**src/rtl/bwt_string_loader_if.sv**
```systemverilog
// Host byte-stream handshake into the BWT string loader.
// Master drives payload bytes; slave returns ready.
interface bwt_string_loader_if;
    logic [7:0] s_data;
    logic       s_valid;
    logic       s_last;
    logic       s_ready;

    modport master (
        output s_data,
        output s_valid,
        output s_last,
        input  s_ready
    );

    modport slave (
        input  s_data,
        input  s_valid,
        input  s_last,
        output s_ready
    );
endinterface

```
**src/rtl/bwt_string_loader.sv**
```systemverilog
// Packs a host byte stream into the BWT core's string vector,
// appends the terminator, pads, then runs the core start handshake.
module bwt_string_loader #(
    parameter int         STRING_LEN = 32,
    parameter logic [7:0] TERMINATOR = 8'h24,
    parameter logic [7:0] PAD_CHAR   = 8'h00,
    parameter int         HOLDOFF    = 2
) (
    input  logic                          clk,
    input  logic                          rst,
    bwt_string_loader_if.slave            s,
    output logic [8*STRING_LEN-1:0]       string_out,
    output logic                          start_out,
    input  logic                          bwt_valid_in,
    output logic                          busy,
    output logic [$clog2(STRING_LEN)-1:0] len_out,
    output logic                          trunc_err
);
    localparam int CW = $clog2(STRING_LEN);
    localparam int HW = $clog2(HOLDOFF + 1);
    localparam logic [CW-1:0] LAST_LANE = CW'(STRING_LEN - 1);
    localparam logic [CW-1:0] FULL_CTR  = CW'(STRING_LEN - 2);
    localparam logic [HW-1:0] HOLD_END  = HW'(HOLDOFF - 1);

    typedef enum logic [2:0] {
        FILL, DRAIN, PAD, START, WAIT_VALID, HOLD
    } state_t;

    state_t        state, state_n;
    logic [CW-1:0] ctr, ctr_n;
    logic [CW-1:0] len_n;
    logic [HW-1:0] hcnt, hcnt_n;
    logic          start_n;
    logic          busy_n;
    logic          trunc_n;
    logic          lane_we;
    logic [7:0]    lane_data;
    logic          accept;

    assign s.s_ready = !rst && (state == FILL || state == DRAIN);
    assign accept    = s.s_valid && s.s_ready;

    // Next-state and lane-write decode; every field holds by default.
    always_comb begin
        state_n   = state;
        ctr_n     = ctr;
        len_n     = len_out;
        hcnt_n    = hcnt;
        start_n   = start_out;
        busy_n    = busy;
        trunc_n   = trunc_err;
        lane_we   = 1'b0;
        lane_data = s.s_data;
        unique case (state)
            FILL: begin
                if (accept) begin
                    lane_we = 1'b1;
                    ctr_n   = ctr + 1'b1;
                    busy_n  = 1'b1;
                    if (ctr == '0)
                        trunc_n = 1'b0;
                    if (s.s_last) begin
                        state_n = PAD;
                        len_n   = ctr + 1'b1;
                    end else if (ctr == FULL_CTR) begin
                        state_n = DRAIN;
                        trunc_n = 1'b1;
                        len_n   = LAST_LANE;
                    end
                end
            end
            DRAIN: begin
                if (accept && s.s_last)
                    state_n = PAD;
            end
            PAD: begin
                lane_we   = 1'b1;
                lane_data = (ctr == len_out) ? TERMINATOR : PAD_CHAR;
                if (ctr == LAST_LANE)
                    state_n = START;
                else
                    ctr_n = ctr + 1'b1;
            end
            START: begin
                start_n = 1'b1;
                state_n = WAIT_VALID;
            end
            WAIT_VALID: begin
                if (bwt_valid_in) begin
                    start_n = 1'b0;
                    hcnt_n  = '0;
                    state_n = HOLD;
                end
            end
            HOLD: begin
                if (hcnt == HOLD_END) begin
                    state_n = FILL;
                    ctr_n   = '0;
                    busy_n  = 1'b0;
                end else begin
                    hcnt_n = hcnt + 1'b1;
                end
            end
            default: state_n = FILL;
        endcase
    end

    // Control and status registers.
    always_ff @(posedge clk or posedge rst) begin
        if (rst) begin
            state     <= FILL;
            ctr       <= '0;
            hcnt      <= '0;
            start_out <= 1'b0;
            busy      <= 1'b0;
            len_out   <= '0;
            trunc_err <= 1'b0;
        end else begin
            state     <= state_n;
            ctr       <= ctr_n;
            hcnt      <= hcnt_n;
            start_out <= start_n;
            busy      <= busy_n;
            len_out   <= len_n;
            trunc_err <= trunc_n;
        end
    end

    // String vector: one lane written per cycle at lane ctr.
    always_ff @(posedge clk or posedge rst) begin
        if (rst) begin
            string_out <= '0;
        end else if (lane_we) begin
            for (int k = 0; k < STRING_LEN; k++)
                if (ctr == CW'(k))
                    string_out[8*k +: 8] <= lane_data;
        end
    end
endmodule
```
**src/flat_wrapper.sv**
```systemverilog
// flat-port wrapper written by rule: the top's interface ports become plain ports
module bwt_string_loader_flat 
#(
    parameter int         STRING_LEN = 32,
    parameter logic [7:0] TERMINATOR = 8'h24,
    parameter logic [7:0] PAD_CHAR   = 8'h00,
    parameter int         HOLDOFF    = 2
)
  (clk, rst, string_out, start_out, bwt_valid_in, busy, len_out, trunc_err, s_s_data, s_s_valid, s_s_last, s_s_ready);
  bwt_string_loader_if s_i ();
  input  logic clk;
  input  logic rst;
  output logic [8*STRING_LEN-1:0] string_out;
  output logic start_out;
  input  logic bwt_valid_in;
  output logic busy;
  output logic [$clog2(STRING_LEN)-1:0] len_out;
  output logic trunc_err;
  input wire logic [$bits(s_i.s_data)-1:0] s_s_data;
  input wire logic [$bits(s_i.s_valid)-1:0] s_s_valid;
  input wire logic [$bits(s_i.s_last)-1:0] s_s_last;
  output wire logic [$bits(s_i.s_ready)-1:0] s_s_ready;
  assign s_i.s_data = s_s_data;
  assign s_i.s_valid = s_s_valid;
  assign s_i.s_last = s_s_last;
  assign s_s_ready = s_i.s_ready;
  bwt_string_loader #(.STRING_LEN(STRING_LEN), .TERMINATOR(TERMINATOR), .PAD_CHAR(PAD_CHAR), .HOLDOFF(HOLDOFF)) u_core (.clk(clk), .rst(rst), .s(s_i), .string_out(string_out), .start_out(start_out), .bwt_valid_in(bwt_valid_in), .busy(busy), .len_out(len_out), .trunc_err(trunc_err));
endmodule
```
**config.mk**
```make
export PLATFORM = sky130hd
export DESIGN_NAME = bwt_string_loader_flat
export DESIGN_NICKNAME = d
export VERILOG_FILES = /design/src/rtl/bwt_string_loader_if.sv /design/src/rtl/bwt_string_loader.sv /design/src/flat_wrapper.sv
export SDC_FILE = /design/constraint.sdc
export NUM_CORES = 1
export LEC_CHECK = 0
export BUFFER_PORTS_ARGS = -buffer_cell sky130_fd_sc_hd__buf_2
export CAP_MARGIN = 10
export CORE_ASPECT_RATIO = 1.1
export CORE_MARGIN = 5
export CORE_UTILIZATION = 50
export CTS_BUF_LIST = sky130_fd_sc_hd__clkbuf_4
export DETAILED_ROUTE_END_ITERATION = 16
export HOLD_SLACK_MARGIN = 0.12
export PLACE_DENSITY = 0.77
export SYNTH_ARGS = -nofsm -noshare
export SYNTH_HDL_FRONTEND = slang
export SYNTH_SLANG_ARGS = --single-unit
```
**constraint.sdc**
```tcl
create_clock -name clk -period 9.6 [get_ports clk]
set_input_delay 1.44 -clock clk [delete_from_list [all_inputs] [get_ports clk]]
set_output_delay 1.44 -clock clk [all_outputs]
set_load 0.01 [all_outputs]
```
# Yosys cells after proc, flatten, opt, wreduce, memory -nomap -nowiden
# Cells that the tools add are included.
totals:
  ff_bits: 274
  latch_bits: 0
  mem_bits_rw: 0
  mem_bits_ro: 0
  in_bits: 13
  out_inout_bits: 265
  word_cells: 167
  memories: 0
classes:
  n_addsub: 2
  multipliers: 0
  div_mod_pow: 0
  magnitude_cmp: 0
  eq_ne: 46
  shift: 0
  n_mux: 29
  bitwise: 0
  n_reduce_logical: 51
op_table:
  columns: ["operator", "count"]
  rows:
  - ["$eq A5 B5 Y1 const B", 16]
  - ["$reduce_and A2 Y1", 34]
  - ["$eq A5 B4 Y1 const B", 8]
  - ["$mux W5", 5]
  - ["$mux W3", 7]
  - ["$eq A5 B3 Y1 const B", 4]
  - ["$pmux W3 S6", 1]
  - ["$pmux W5 S3", 1]
  - ["$eq A5 B2 Y1 const B", 2]
  - ["$reduce_and A3 Y1", 3]
  - ["$mux W8", 1]
  - ["$ne A2 B2 Y1 const B", 4]
  - ["$reduce_bool A2 Y1", 4]
  - ["$mux W1", 7]
  - ["$eq A3 B2 Y1 const B", 2]
  - ["$eq A3 B3 Y1 const B", 2]
  - ["$mux W6", 1]
  - ["$ne A2 B1 Y1 const B", 3]
  - ["$pmux W1 S2", 3]
  - ["$reduce_and A6 Y1", 1]
  - ["$add A5 B1 Y5 const B", 1]
  - ["$eq A5 B1 Y1 const B", 1]
  - ["$eq A5 B5 Y1", 1]
  - ["$logic_not A5 Y1", 1]
  - ["12 further kinds", 15]

# Longest topological paths before layout
logic_depth:
  word_depth: 7
  ltp_mapped: 8
  depth_no_buf: 7

# Worst setup path after synthesis
# OpenSTA, ideal clock, no wires.
synth_timing:
  path_type: "input port to output port"
  start: "in rst"
  end: "out s_s_ready"
  arrival_ns: 1.699
  required_time_ns: 8.160
  path_slack_ns: 6.461
  stages: 1
  n_path_buf: 0
  path_cell_list: "nor3_1"
synth_between:
  elab_chain_cells: 2
synth_rtl:
  columns: ["item", "line", "rtl"]
  rows:
  - ["start: declaration", "flat_wrapper.sv:12", "input logic rst;"]
  - ["$logic_not A1 Y1 (no line)", null, null]
  - ["$logic_and A1 B1 Y1", "bwt_string_loader.sv:40", "assign s.s_ready = !rst && (state == FILL || state == DRAIN);"]
  - ["end: declaration", "flat_wrapper.sv:22", "output wire logic [$bits(s_i.s_ready)-1:0] s_s_ready;"]
# Every way passes these cells.

# Worst setup path in the final report
# Same ends and word-level chain as after synthesis.

==> impl_metrics.csv <==
group,metric,value,unit
logic_synthesis,netlist_area,10900,um2
critical_path,critPathCaptureType,"output port",
critical_path,critical_path_depth,3,
placed_design,routabilityCongestion,0.822,
critical_path,rrSetupSlack,6.45,ns
logic_synthesis,synthCells,1007,
sta,hold_slack,0.471,ns
global_routing,grt_max_degree,128,
sta,worstMarginPinSlew,1.28,ns
placed_design,post-place-ws,6.22,ns
sta,final.setup.tns,0,ns
critical_path,crit_path_end,"s_s_ready",
clocking,cts.hold.buffers_added,0,
pwr,power.density,291,nW/um2
sta,rsz0062_at_grt,"false",
detailed_routing,vias_per_cell,5.19,
logic_synthesis,ys_seq_area_frac,0.632,
critical_path,critPathMaxStageDelay,0.16,ns
critical_path,path_buf_inv,2,
pwr,clkPwrFrac,0.238,
final_layout,nets,1316,
logic_synthesis,synth_mux_area_frac,0.00692,
critical_path,cp_max_fo,3,
placed_design,numPortBuffers,277,
pwr,switching_power,1.43,mW
sta,min_period_over_period,0.345,
sta,setup_ws,6.29,ns
detailed_routing,drt_iter0_drc,324,
logic_synthesis,synth_top_cells_by_area,"dfrtp_1, nand2_1, o21ai_0, o21ai_1, o21ai_2",
logic_synthesis,synthXorXnorAreaFrac,0.00565,
logic_synthesis,yosys.area.top_type,"dfrtp_1",
clocking,cts_max_path_buffers,3,
sta,period_needed,3.31,ns
sta,setup_viol,0,
clocking,clock_latency,0.64,ns
clocking,cts_tree,"yes",
logic_synthesis,ys_types,48,
logic_synthesis,synth_top_family_by_area,"compound AO/OA/AOI/OAI gates",
final_layout,final_cell_mix,"buf_2, dfrtp_1, nand2_1",
critical_path,path_delay_family,"buffers and inverters",
logic_synthesis,synth_compound_area_frac,0.187,
sta,relSlewSlack,0.143,
sta,skew,0.0543,ns
clocking,h-tree-depth,3,
clocking,clk_pin_slew_worst_paths,0.06,ns
detailed_routing,drc_errors,0,
logic_synthesis,yosys_warnings,0,
detailed_routing,first_pass_iters,4,
floorplan,placementRows,56,
critical_path,cp-start-kind,"primary input",
detailed_routing,post_drt_wl_per_cell,18.2,um
clocking,post_cts_buffers,0,
placed_design,dp_hpwl,19800,um
critical_path,critical_path_class,"primary input to output port",
floorplan,ioPinCount,278,
logic_synthesis,syn_nets,1027,
critical_path,rr_endpoint,"u_core.string_out[245]$_DFFE_PP0P_",
global_routing,antenna_found_initial,0,
clocking,ctsRootBufferMaster,"clkbuf_4",
final_layout,diodes,0,
pwr,p_leak,6.89,nW
floorplan,start_util,0.508,
pwr,swShare,0.374,
critical_path,ff2ff_path_depth,4,
sta,max_freq,302,MHz
global_routing,overflow,0,
floorplan,coreArea,21400,um2
critical_path,setup.worst_path.start,"rst",
critical_path,worstPathRequired,8.16,ns
logic_synthesis,ys_ff_latch,274,
floorplan,die_h,165,um
critical_path,cp_cell_sequence,"buf_2 > nor3_1 > buf_2",
critical_path,reg2reg_from,"u_core.state[0]$_DFFE_PP0P_",
floorplan,die_area,24800,um2
final_layout,n_fill_cell,1769,
clocking,cts_buffers,70,
run_status,outcome,"finished, final reports clean",
sta,slew_viol_final,0,
logic_synthesis,synth-simple-area-share,0.121,
critical_path,crit_arrival,1.87,ns
final_layout,drive_gt1_frac,0.337,
hold_path,min_path_type,"flop to flop",
final_layout,mostFrequentLayoutCell,"buf_2",
pwr,p_comb_frac,0.315,
critical_path,critPathMostFrequentCell,"buf_2",
clocking,cts_resized,0,
detailed_routing,totalWireLength,29600,um
clocking,cts.sinks,274,
detailed_routing,vias,8433,
logic_synthesis,avgSynthCellArea,10.8,um2
final_layout,area.growth.synth_to_final,20.9,%
pwr,p_int,2.39,mW
floorplan,die_w,150,um
logic_synthesis,synth_top_area_share,0.632,
flow_run,cap_violations,0,
detailed_routing,drtAntennaViolNets,0,
global_routing,grt_pass1_vias,8378,
critical_path,cp_slowest_cell,"buf_2",
global_routing,grt_usage,0.241,
logic_synthesis,yosys.area_share.adder,0.00807,
global_routing,grt_first_pass_wirelength,46100,um
pwr,ir_drop,0.000166,V
sta,hold_viol,0,
pwr,power_frac_seq,0.447,
==> worst min-delay path by stage <==
stage | start | to | slack, ns | cells past startpoint
floorplan | u_core.hcnt[1]$_DFFE_PP0P_ | u_core.hcnt[1]$_DFFE_PP0P_ | 0.50 | 1
global placement | u_core.string_out[30]$_DFFE_PP0P_ | u_core.string_out[30]$_DFFE_PP0P_ | 0.46 | 2
detailed placement | u_core.string_out[45]$_DFFE_PP0P_ | u_core.string_out[45]$_DFFE_PP0P_ | 0.46 | 2
CTS | u_core.string_out[72]$_DFFE_PP0P_ | u_core.string_out[72]$_DFFE_PP0P_ | 0.48 | 2
global route | u_core.string_out[142]$_DFFE_PP0P_ | u_core.string_out[142]$_DFFE_PP0P_ | 0.50 | 2
finish | u_core.string_out[72]$_DFFE_PP0P_ | u_core.string_out[72]$_DFFE_PP0P_ | 0.47 | 2
==> Yosys cell counts, drive strengths merged <==
| master | number |
|---|---|
| a21o | 1 |
| a21oi | 5 |
| a22o | 4 |
| a22oi | 2 |
| a2bb2oi | 5 |
| a311oi | 1 |
| a31oi | 3 |
| and2 | 1 |
| and2b | 1 |
| and3 | 4 |
| and3b | 6 |
| buf | 43 |
| clkbuf | 33 |
| dfrtp | 274 |
| ha | 7 |
| inv | 9 |
| mux2 | 4 |
| mux2i | 3 |
| nand2 | 272 |
| nand2b | 1 |
| nand3 | 3 |
| nor2 | 9 |
| nor2b | 6 |
| nor3 | 3 |
| nor3b | 3 |
| nor4 | 1 |
| nor4b | 1 |
| o2111ai | 7 |
| o211ai | 26 |
| o21ai | 258 |
| o22a | 1 |
| o31ai | 1 |
| o41ai | 1 |
| or3b | 1 |
| xnor2 | 1 |
| xor2 | 6 |
==> worst min-delay path: stages (launching register included) <==
cell and delay, ns:
dfrtp_1 0.34, nand2_1 0.06, o21ai_2 0.05
==> layout make-up <==
type,count,area [um2],share of cell area
sequential,274,6860,0.522
clock buffer,99,743,0.0566
tap,290,363,0.0276
inverter,9,41.3,0.00315
multi-input combinational,648,3570,0.272
clock inverter,11,45.0,0.00343
timing repair buffer,293,1510,0.115
==> layer usage <==
metal / part of all wire / up-vias / track usage / wire length (um)
met1: 0.43 / 4061 / 0.322 / 12800
met3: 0.083 / 43 / 0.0700 / 2450
met4: 0.021 / 0 / 0.0836 / 612
met2: 0.46 / 296 / 0.379 / 13700
met5: 0 / - / 0 / 0
li1: - / 4033 / - / -
==> stage by stage <==
step           power (mW)  instance area, um2  instances   util
2_1_floorplan        2.43               10900       1007      -
3_3_place_gp         2.90               12300       1513  0.577
3_5_place_dp         2.95               12300       1513  0.577
4_1_cts              3.87               13100       1623  0.614
5_1_grt              4.09               13100       1624  0.614
6_report             3.83               13100       1624  0.614
==> flip-flops by register name, indices dropped and copies added (netlist names) <==
register,cells
u_core.len_out,5
u_core.state,3
u_core.trunc_err,1
u_core.string_out,256
u_core.busy,1
u_core.hcnt,2
u_core.ctr,5
u_core.start_out,1
==> kinds of logic (layout without fill, tap and decap cells) <==
logic type / count (synthesis) / after routing
buffers and inverters: 85 / 412
flip-flops: 274 / 274
AO/OA/AOI/OAI: 315 / 315
AND/OR/NAND/NOR: 312 / 312
multiplexers: 7 / 7
adder cells (fa/ha/maj): 7 / 7
XOR/XNOR: 7 / 7
==> power by group through the flow <==
stage / combinational (mW) / sequential (mW) / clock, mW
4_1_cts: 1.22 / 1.71 / 0.936
6_report: 1.20 / 1.71 / 0.911
3_3_place_gp: 1.19 / 1.72 / 0
5_1_grt: 1.34 / 1.75 / 1.00
3_5_place_dp: 1.22 / 1.73 / 0
2_1_floorplan: 0.610 / 1.82 / 0
Note: power is estimated with default switching activity, not from simulation.
